===== config.mk =====
export PLATFORM = sky130hd
export DESIGN_NAME = debug_run_ctrl
export DESIGN_NICKNAME = d
export VERILOG_FILES = /design/src/rtl/debug_run_ctrl.sv
export SDC_FILE = /design/constraint.sdc
export NUM_CORES = 1
export LEC_CHECK = 0
export CORE_MARGIN = 3
export CORE_UTILIZATION = 30
export CTS_CLUSTER_SIZE = 20
export DETAILED_ROUTE_END_ITERATION = 7
export DONT_BUFFER_PORTS = 1
export PLACE_DENSITY = 0.47
export SYNTH_ARGS = -nofsm -noshare
export SYNTH_HDL_FRONTEND = slang
export SYNTH_SLANG_ARGS = --single-unit

===== constraint.sdc =====
create_clock -name i_clk -period 5.92 [get_ports i_clk]
set_input_delay 0.296 -clock i_clk [delete_from_list [all_inputs] [get_ports i_clk]]
set_output_delay 0.296 -clock i_clk [all_outputs]
set_load 0.005 [all_outputs]

===== src/rtl/debug_run_ctrl.sv =====
// Run-control sequencer: host RUN/STEP/HALT/CLR in, pipeline enable out,
// with breakpoint / end-of-program stops, stop cause and cycle counter.
//
// Ports:
//   i_clk, i_rst_n   clock, async active-low reset
//   i_cmd_valid      command strobe
//   i_cmd            00 RUN, 01 STEP, 10 HALT, 11 CLR
//   i_step_count     STEP length (0 treated as 1)
//   i_brk_enb        breakpoint compare enable
//   i_brk_pc         breakpoint address
//   i_pc             pipeline fetch PC
//   i_halt_instr     HALT instruction retired
//   o_pipe_enb       registered pipeline enable
//   o_cmd_ready      RUN/STEP/CLR accepted (IDLE, FINISH)
//   o_busy           same as o_pipe_enb
//   o_done           one-cycle pulse when a run ends
//   o_stop_cause     00 host, 01 steps, 10 brk, 11 end of program
//   o_cycle_cnt      saturating count of enabled cycles
module debug_run_ctrl #(
  parameter int NB_PC   = 32,
  parameter int NB_STEP = 16,
  parameter int NB_CYC  = 32
) (
  input  logic               i_clk,
  input  logic               i_rst_n,
  input  logic               i_cmd_valid,
  input  logic [1:0]         i_cmd,
  input  logic [NB_STEP-1:0] i_step_count,
  input  logic               i_brk_enb,
  input  logic [NB_PC-1:0]   i_brk_pc,
  input  logic [NB_PC-1:0]   i_pc,
  input  logic               i_halt_instr,
  output logic               o_pipe_enb,
  output logic               o_cmd_ready,
  output logic               o_busy,
  output logic               o_done,
  output logic [1:0]         o_stop_cause,
  output logic [NB_CYC-1:0]  o_cycle_cnt
);

  localparam logic [1:0] CMD_RUN  = 2'b00;
  localparam logic [1:0] CMD_STEP = 2'b01;
  localparam logic [1:0] CMD_HALT = 2'b10;
  localparam logic [1:0] CMD_CLR  = 2'b11;

  localparam logic [1:0] CS_HOST = 2'b00;
  localparam logic [1:0] CS_STEP = 2'b01;
  localparam logic [1:0] CS_BRK  = 2'b10;
  localparam logic [1:0] CS_END  = 2'b11;

  typedef enum logic [1:0] {
    S_IDLE,
    S_RUN,
    S_STEP,
    S_FIN
  } state_t;

  state_t             state_q, state_d;
  logic               enb_q, enb_d;
  logic               done_q, done_d;
  logic [1:0]         cause_q, cause_d;
  logic [NB_CYC-1:0]  cnt_q, cnt_d;
  logic [NB_STEP-1:0] rem_q, rem_d;
  logic               mask_q, mask_d;

  logic brk_hit;
  logic host_halt;
  logic [NB_STEP-1:0] step_ld;

  // mask_q suppresses the compare for the first enabled cycle of a run
  assign brk_hit   = i_brk_enb && (i_pc == i_brk_pc) && !mask_q;
  assign host_halt = i_cmd_valid && (i_cmd == CMD_HALT);
  assign step_ld   = (i_step_count == '0) ?
                     NB_STEP'(1) : i_step_count;

  always_comb begin
    state_d = state_q;
    done_d  = 1'b0;
    cause_d = cause_q;
    cnt_d   = cnt_q;
    rem_d   = rem_q;
    mask_d  = mask_q;

    if (enb_q) begin
      mask_d = 1'b0;
      if (cnt_q != '1) cnt_d = cnt_q + 1'b1;
      if (state_q == S_STEP) rem_d = rem_q - 1'b1;
    end

    unique case (state_q)
      S_IDLE: begin
        if (i_cmd_valid) begin
          unique case (i_cmd)
            CMD_RUN: begin
              state_d = S_RUN;
              mask_d  = 1'b1;
            end
            CMD_STEP: begin
              state_d = S_STEP;
              rem_d   = step_ld;
              mask_d  = 1'b1;
            end
            CMD_CLR:  cnt_d = '0;
            CMD_HALT: ;
          endcase
        end
      end
      S_RUN, S_STEP: begin
        if (i_halt_instr) begin
          state_d = S_FIN;
          done_d  = 1'b1;
          cause_d = CS_END;
        end else if (brk_hit) begin
          state_d = S_IDLE;
          done_d  = 1'b1;
          cause_d = CS_BRK;
        end else if (state_q == S_STEP &&
                     rem_q == NB_STEP'(1)) begin
          state_d = S_IDLE;
          done_d  = 1'b1;
          cause_d = CS_STEP;
        end else if (host_halt) begin
          state_d = S_IDLE;
          done_d  = 1'b1;
          cause_d = CS_HOST;
        end
      end
      S_FIN: begin
        if (i_cmd_valid && i_cmd == CMD_CLR) begin
          state_d = S_IDLE;
          cnt_d   = '0;
        end
      end
    endcase

    enb_d = (state_d == S_RUN) || (state_d == S_STEP);
  end

  always_ff @(posedge i_clk or negedge i_rst_n) begin
    if (!i_rst_n) begin
      state_q <= S_IDLE;
      enb_q   <= 1'b0;
      done_q  <= 1'b0;
      cause_q <= CS_HOST;
      cnt_q   <= '0;
      rem_q   <= '0;
      mask_q  <= 1'b0;
    end else begin
      state_q <= state_d;
      enb_q   <= enb_d;
      done_q  <= done_d;
      cause_q <= cause_d;
      cnt_q   <= cnt_d;
      rem_q   <= rem_d;
      mask_q  <= mask_d;
    end
  end

  assign o_pipe_enb   = enb_q;
  assign o_busy       = enb_q;
  assign o_cmd_ready  = (state_q == S_IDLE) || (state_q == S_FIN);
  assign o_done       = done_q;
  assign o_stop_cause = cause_q;
  assign o_cycle_cnt  = cnt_q;

endmodule


======== Word level (Yosys, flattened, before mapping) ========
Index checks and enable logic that the tools add are counted.
Widths: inputs -> output; s select.
operators by class
  add/subtract/negate cells ............... 2
  eq/ne operators ......................... 11
  mux-type cells .......................... 33
  reduce and logical (&&, ||, !) cells .... 15
operator list
  kind                   count
  $mux 32                5
  $mux 16                6
  $pmux 32 s2            1
  $add 32x1->32 const B  1
  $eq 32x32->1           1
  $ne 32x32->1 const B   1
  $mux 2                 10
  $eq 16x1->1 const B    1
  $logic_not 16->1       1
  $sub 16x1->16 const B  1
  $eq 2x2->1 const B     5
  $mux 1                 9
  $eq 2x1->1 const B     3
  $pmux 2 s3             1
  $logic_and 1x1->1      5
  $logic_not 2->1        2
  $pmux 2 s2             1
  $reduce_bool 4->1      1
  $reduce_or 2->1        2
  $logic_or 1x1->1       2
  $reduce_and 2->1       1
  $logic_not 1->1        1
storage, ports and cells
  flip-flop bits (word level) ............. 55
  input port bits ......................... 87
  output and inout bits ................... 38
  word-level logic and storage cells ...... 68

======== Depth between registers and ports, before layout ========
  word-level depth ........................ 9
  mapped depth ............................ 8
  gate-level depth less buffers ........... 8

======== Worst setup path after synthesis ========
Ideal clock, no wire load.
  kind .................................... register to register
  start ................................... reg rem_q[2]
  end ..................................... reg enb_q (netlist: o_busy)
  arrival time ............................ 1941 ps
  required time ........................... 5782 ps
  slack ................................... 3841 ps
  cell stages (with the launch flop) ...... 7
  clock period less this slack ............ 2079 ps
  cells stage by stage .................... dfrtp_1 or4_1 or3_4 o31ai_4 o21ai_2 a31oi_1 a311oi_2
between the ends
  cells in the longest elaborated chain, start to end .. 8
  elaborated cells on any way between the ends .. 9
  those cells by class .................... eq/ne (3); mux (4); reduce/logical (2)
ends and longest elaborated chain
  element                                   line  RTL
  start, declared                           63    logic [NB_STEP-1:0] rem_q, rem_d;
  start signal, assigned                    154   rem_q <= rem_d;
  $eq 16x1->1 *                             118   rem_q == NB_STEP'(1)) begin
  $logic_and 1x1->1 *                       117   end else if (state_q == S_STEP &&
  $mux 2 *                                  117
  $mux 2 *                                  113   end else if (brk_hit) begin
  $mux 2 *                                  109   if (i_halt_instr) begin
  $pmux 2 s3 *                              90    unique case (state_q)
  $eq 2x1->1 or $eq 2x2->1 (tied branches)  136   enb_d = (state_d == S_RUN) || (state_d == S_STEP);
  $logic_or 1x1->1 *                        136
  named net enb_d                           59    logic enb_q, enb_d;
  end signal, assigned                      150   enb_q <= enb_d;
  end, declared                             59
Mark *: on every way through the listed nets, which the timed path passes. The rest lies on a longest branch.
A chain may end at the register's enable or synchronous reset.

======== Worst setup path after layout ========
  start ................................... reg enb_q (netlist: o_busy)
  end ..................................... reg rem_q[15]
between the ends
  cells in the longest elaborated chain, start to end .. 4
ends and longest elaborated chain
  element              line  RTL
  $mux 16 *            84    if (enb_q) begin
  $mux 16              93    unique case (i_cmd)
  $mux 16              92    if (i_cmd_valid) begin
  $mux 16 *            90
  named net rem_d[15]  63
Marked as above.

==> key figures <==
Drt
  – Antenna Nets Post-Route: 0
  – Total wire length: 8.668 mm
  – Via density: 5.212
  – Post-route DRC violation count: 0
  – DRC violation total after the first TritonRoute iteration: 93
  – Detailed-route via count: 2,726
  – WL/cell: 16.57 µm
  – TritonRoute pass-1 iters: 4

STA
  – Final worst-path cycle share: 42.96%
  – Final Setup Violations: 0
  – Number of hold violations in the final report: 0
  – Accumulated negative setup slack: 0 ps
  – Max-slew headroom: 49.08%
  – Number of pins exceeding their max-slew limit in the final report: 0
  – Tmin final: 2543 ps
  – Minimum setup slack in the final design: 3377 ps
  – Maximum operating frequency: 393.2 MHz
  – Actual slew at the worst max-slew pin: 756.8 ps
  – Setup repair after global routing missed its margin: false
  – Final Skew: 7.792 ps

Floorplanning
  – Number of I/O pins: ~130
  – Chip Width: 113.0 µm
  – Row count: 38
  – Core area: approximately 11,000 µm²
  – Starting Density: 31.15%
  – Die extent in y: 113.0 µm
  – Die Footprint: 12,770 µm²

Pwr
  – Reported leakage power: approximately 1.5 nW
  – Worst-case vdd ir drop: 0.2081 mV
  – Total power density per cell area: 351.3 nW/µm²

Yosys
  – Largest area contributor in the netlist: sky130_fd_sc_hd__dfrtp_1
  – Most common flop cell mapped by yosys: sky130_fd_sc_hd__dfrtp_1
  – Post-synthesis cell type count: 42
  – Leading cell type by number of instances after synthesis: sky130_fd_sc_hd__dfrtp_1
  – Register bit count reported by yosys: between 50 and 60
  – Average cell area after synthesis: around 9.0 µm²
  – Post-synthesis cell area: 3436 µm²
  – Post-synth top area share: 40.06%
  – Sequential area share after synthesis: 40.06%
  – Top area cells in the synthesized netlist: sky130_fd_sc_hd__dfrtp_1, sky130_fd_sc_hd__xnor2_1, sky130_fd_sc_hd__xor2_1
  – Synth warn: 0
  – Post-Synthesis Net Count: 475
  – Synthesized instance count: 382
  – Ranking of synthesized cells by instance count: sky130_fd_sc_hd__dfrtp_1, sky130_fd_sc_hd__xnor2_1, sky130_fd_sc_hd__nor2_1
  – Fraction of registers with async set or reset after synthesis: 100.0%
  – Number of enable flip-flop cells after synthesis: 0

Place
  – Worst setup slack before clock tree synthesis: approximately 3400 ps
  – Count of input and output buffers: 0
  – Final weighted congestion in routability-driven placement: 0.7807
  – DPL Wire Length: about 6.5 mm

Run status
  – Run status: completed

Finish
  – Number of antenna repair diodes: 0
  – Area Overhead vs Synth: 10.16%
  – Final #Nets: approximately 480
  – Ratio of cells with drive above 1 in the final layout: 4.700%

CTS
  – Sink count of the clock tree: 55
  – CTS Buffer Depth: 2
  – Number of resized instances in the post-cts repair step: 0
  – Clock tree from TritonCTS: built
  – CTS root buf: sky130_fd_sc_hd__clkbuf_16
  – Number of clock buffers inserted by TritonCTS: 5
  – Max H-tree Level: 2
  – Worst-skew pair later-pin latency: 290 ps
  – Clock input transition at the sequential cells of the worst setup and hold paths: ~70 ps

Global route
  – First-pass GRT wire length: 14.14 mm
  – Overflow left after global routing: 0
  – Global routing usage summed across all routing layers: 13.61%
  – Antenna violations before repair: 0
  – Maximum number of pins on one net before global-route repair: 56
  – Via count of the first global-routing pass: 2,777

Setup path
  – Worst R2R End: rem_q[15]$_DFF_PN0_
  – Startpoint of the most critical register-to-register path: o_busy$_DFF_PN0_
  – Arrival time worst endpoint: 2720 ps
  – Length in cells of the worst reg-to-reg path: 6
  – Critical path peak fanout: 18
  – Critical Setup Path Class: reg2reg
  – Data required, critical path: 6100 ps
  – Critical path capture point type: flop
  – Critical path launch point type: flop
  – Setup slack of the worst register-to-register path: 3380 ps

Worst hold path
  – Hold path start: i_step_count[8]
  – Capture endpoint of the worst hold path: rem_q[8]$_DFF_PN0_
  – Worst Hold Depth: 1
  – Worst Hold Class: in2reg

Run
  – Max-cap violations: 0
==> worst max path at each step <==
stage | start | slack, ps | endpoint
floorplan | rem_q[2]$_DFF_PN0_ | 3840 | o_busy$_DFF_PN0_
CTS | o_busy$_DFF_PN0_ | 3390 | rem_q[15]$_DFF_PN0_
global route | o_busy$_DFF_PN0_ | 3140 | rem_q[15]$_DFF_PN0_
global placement | o_busy$_DFF_PN0_ | 3430 | rem_q[15]$_DFF_PN0_
finish | o_busy$_DFF_PN0_ | 3380 | rem_q[15]$_DFF_PN0_
detailed placement | o_busy$_DFF_PN0_ | 3400 | rem_q[15]$_DFF_PN0_
==> layer usage <==
metal	routed length, µm	GRT usage [%]	vias up	share of wire [%]
met1	3864	17.49	1279	45
met4	80	3.045	0	0.92
met3	550	4.545	7	6.3
met2	4172	22.27	59	48
met5	0	0	-	0
li1	-	-	1381	-
==> per-stage QoR <==
step | hold WS (ps) | total power, mW | utilization, % | area [µm²] | instances
floorplan | 0.4090 | 0.8944 | - | 3436 | 382
CTS | 130.5 | 1.351 | 34.31 | 3785 | 523
global route | 131.9 | 1.433 | 34.31 | 3785 | 523
finish | 141.8 | 1.330 | 34.31 | 3785 | 523
global placement | 1.841 | 0.9956 | 32.50 | 3585 | 514
detailed placement | 1.989 | 1.000 | 32.50 | 3585 | 514
==> cell type report <==
class	instances	area [µm²]
inverter	11	41.29
tap	140	175.2
timing repair buffer	4	52.55
multi-input combinational	306	1977
clock buffer	5	125.1
fill	1138	7246
clock inverter	2	37.54
sequential	55	1376
==> layout by cell type, fill, tap and decap left out, types with 8 or more instances in the layout <==
cell type / synthesis / layout
sky130_fd_sc_hd__a21oi_1: 27 / 27
sky130_fd_sc_hd__and3_1: 10 / 10
sky130_fd_sc_hd__dfrtp_1: 55 / 55
sky130_fd_sc_hd__inv_1: 11 / 11
sky130_fd_sc_hd__nand2_1: 25 / 25
sky130_fd_sc_hd__nand3_1: 19 / 19
sky130_fd_sc_hd__nand4_1: 22 / 22
sky130_fd_sc_hd__nor2_1: 39 / 39
sky130_fd_sc_hd__nor3_1: 11 / 11
sky130_fd_sc_hd__nor4_1: 9 / 9
sky130_fd_sc_hd__o21ai_0: 13 / 13
sky130_fd_sc_hd__or3_1: 8 / 8
sky130_fd_sc_hd__xnor2_1: 40 / 40
sky130_fd_sc_hd__xor2_1: 26 / 26
==> worst max-delay path: stages, from the launching register on <==
cell,delay (ps)
sky130_fd_sc_hd__dfrtp_1,740
sky130_fd_sc_hd__nand2_1,250
sky130_fd_sc_hd__nand4b_1,310
sky130_fd_sc_hd__nor4_1,620
sky130_fd_sc_hd__nand3_1,180
sky130_fd_sc_hd__xnor2_1,160
sky130_fd_sc_hd__a22o_1,170
==> timing repair <==
| item | in CTS | in global routing |
|---|---|---|
| setup buffers | 0 | 0 |
| hold buffers | 2 | 0 |
| hold endpoints to repair | 55 | 0 |
==> registers in the layout, summed over array words and instances, names as in the netlist <==
| signal | flops |
|---|---|
| mask_q | 1 |
| o_busy | 1 |
| o_cycle_cnt | 32 |
| o_done | 1 |
| o_stop_cause | 2 |
| rem_q | 16 |
| state_q | 2 |
==> cell families after synthesis <==
logic type	after synthesis	share of synthesized area (%)
adder cells (fa/ha/maj)	6	2.185
AND/OR/NAND/NOR	170	26.55
XOR/XNOR	66	16.82
flip-flops	55	40.06
buffers and inverters	21	2.404
AO/OA/AOI/OAI	64	11.98
==> power breakdown <==
| group | leakage, nW | switching (mW) | internal (mW) |
|---|---|---|---|
| clock | 0.0759 | 0.134 | 0.197 |
| sequential | 0.709 | 0.0982 | 0.457 |
| combinational | 0.678 | 0.263 | 0.180 |
| total | 1.46 | 0.495 | 0.835 |
Note: power is estimated with default switching activity, not from simulation.
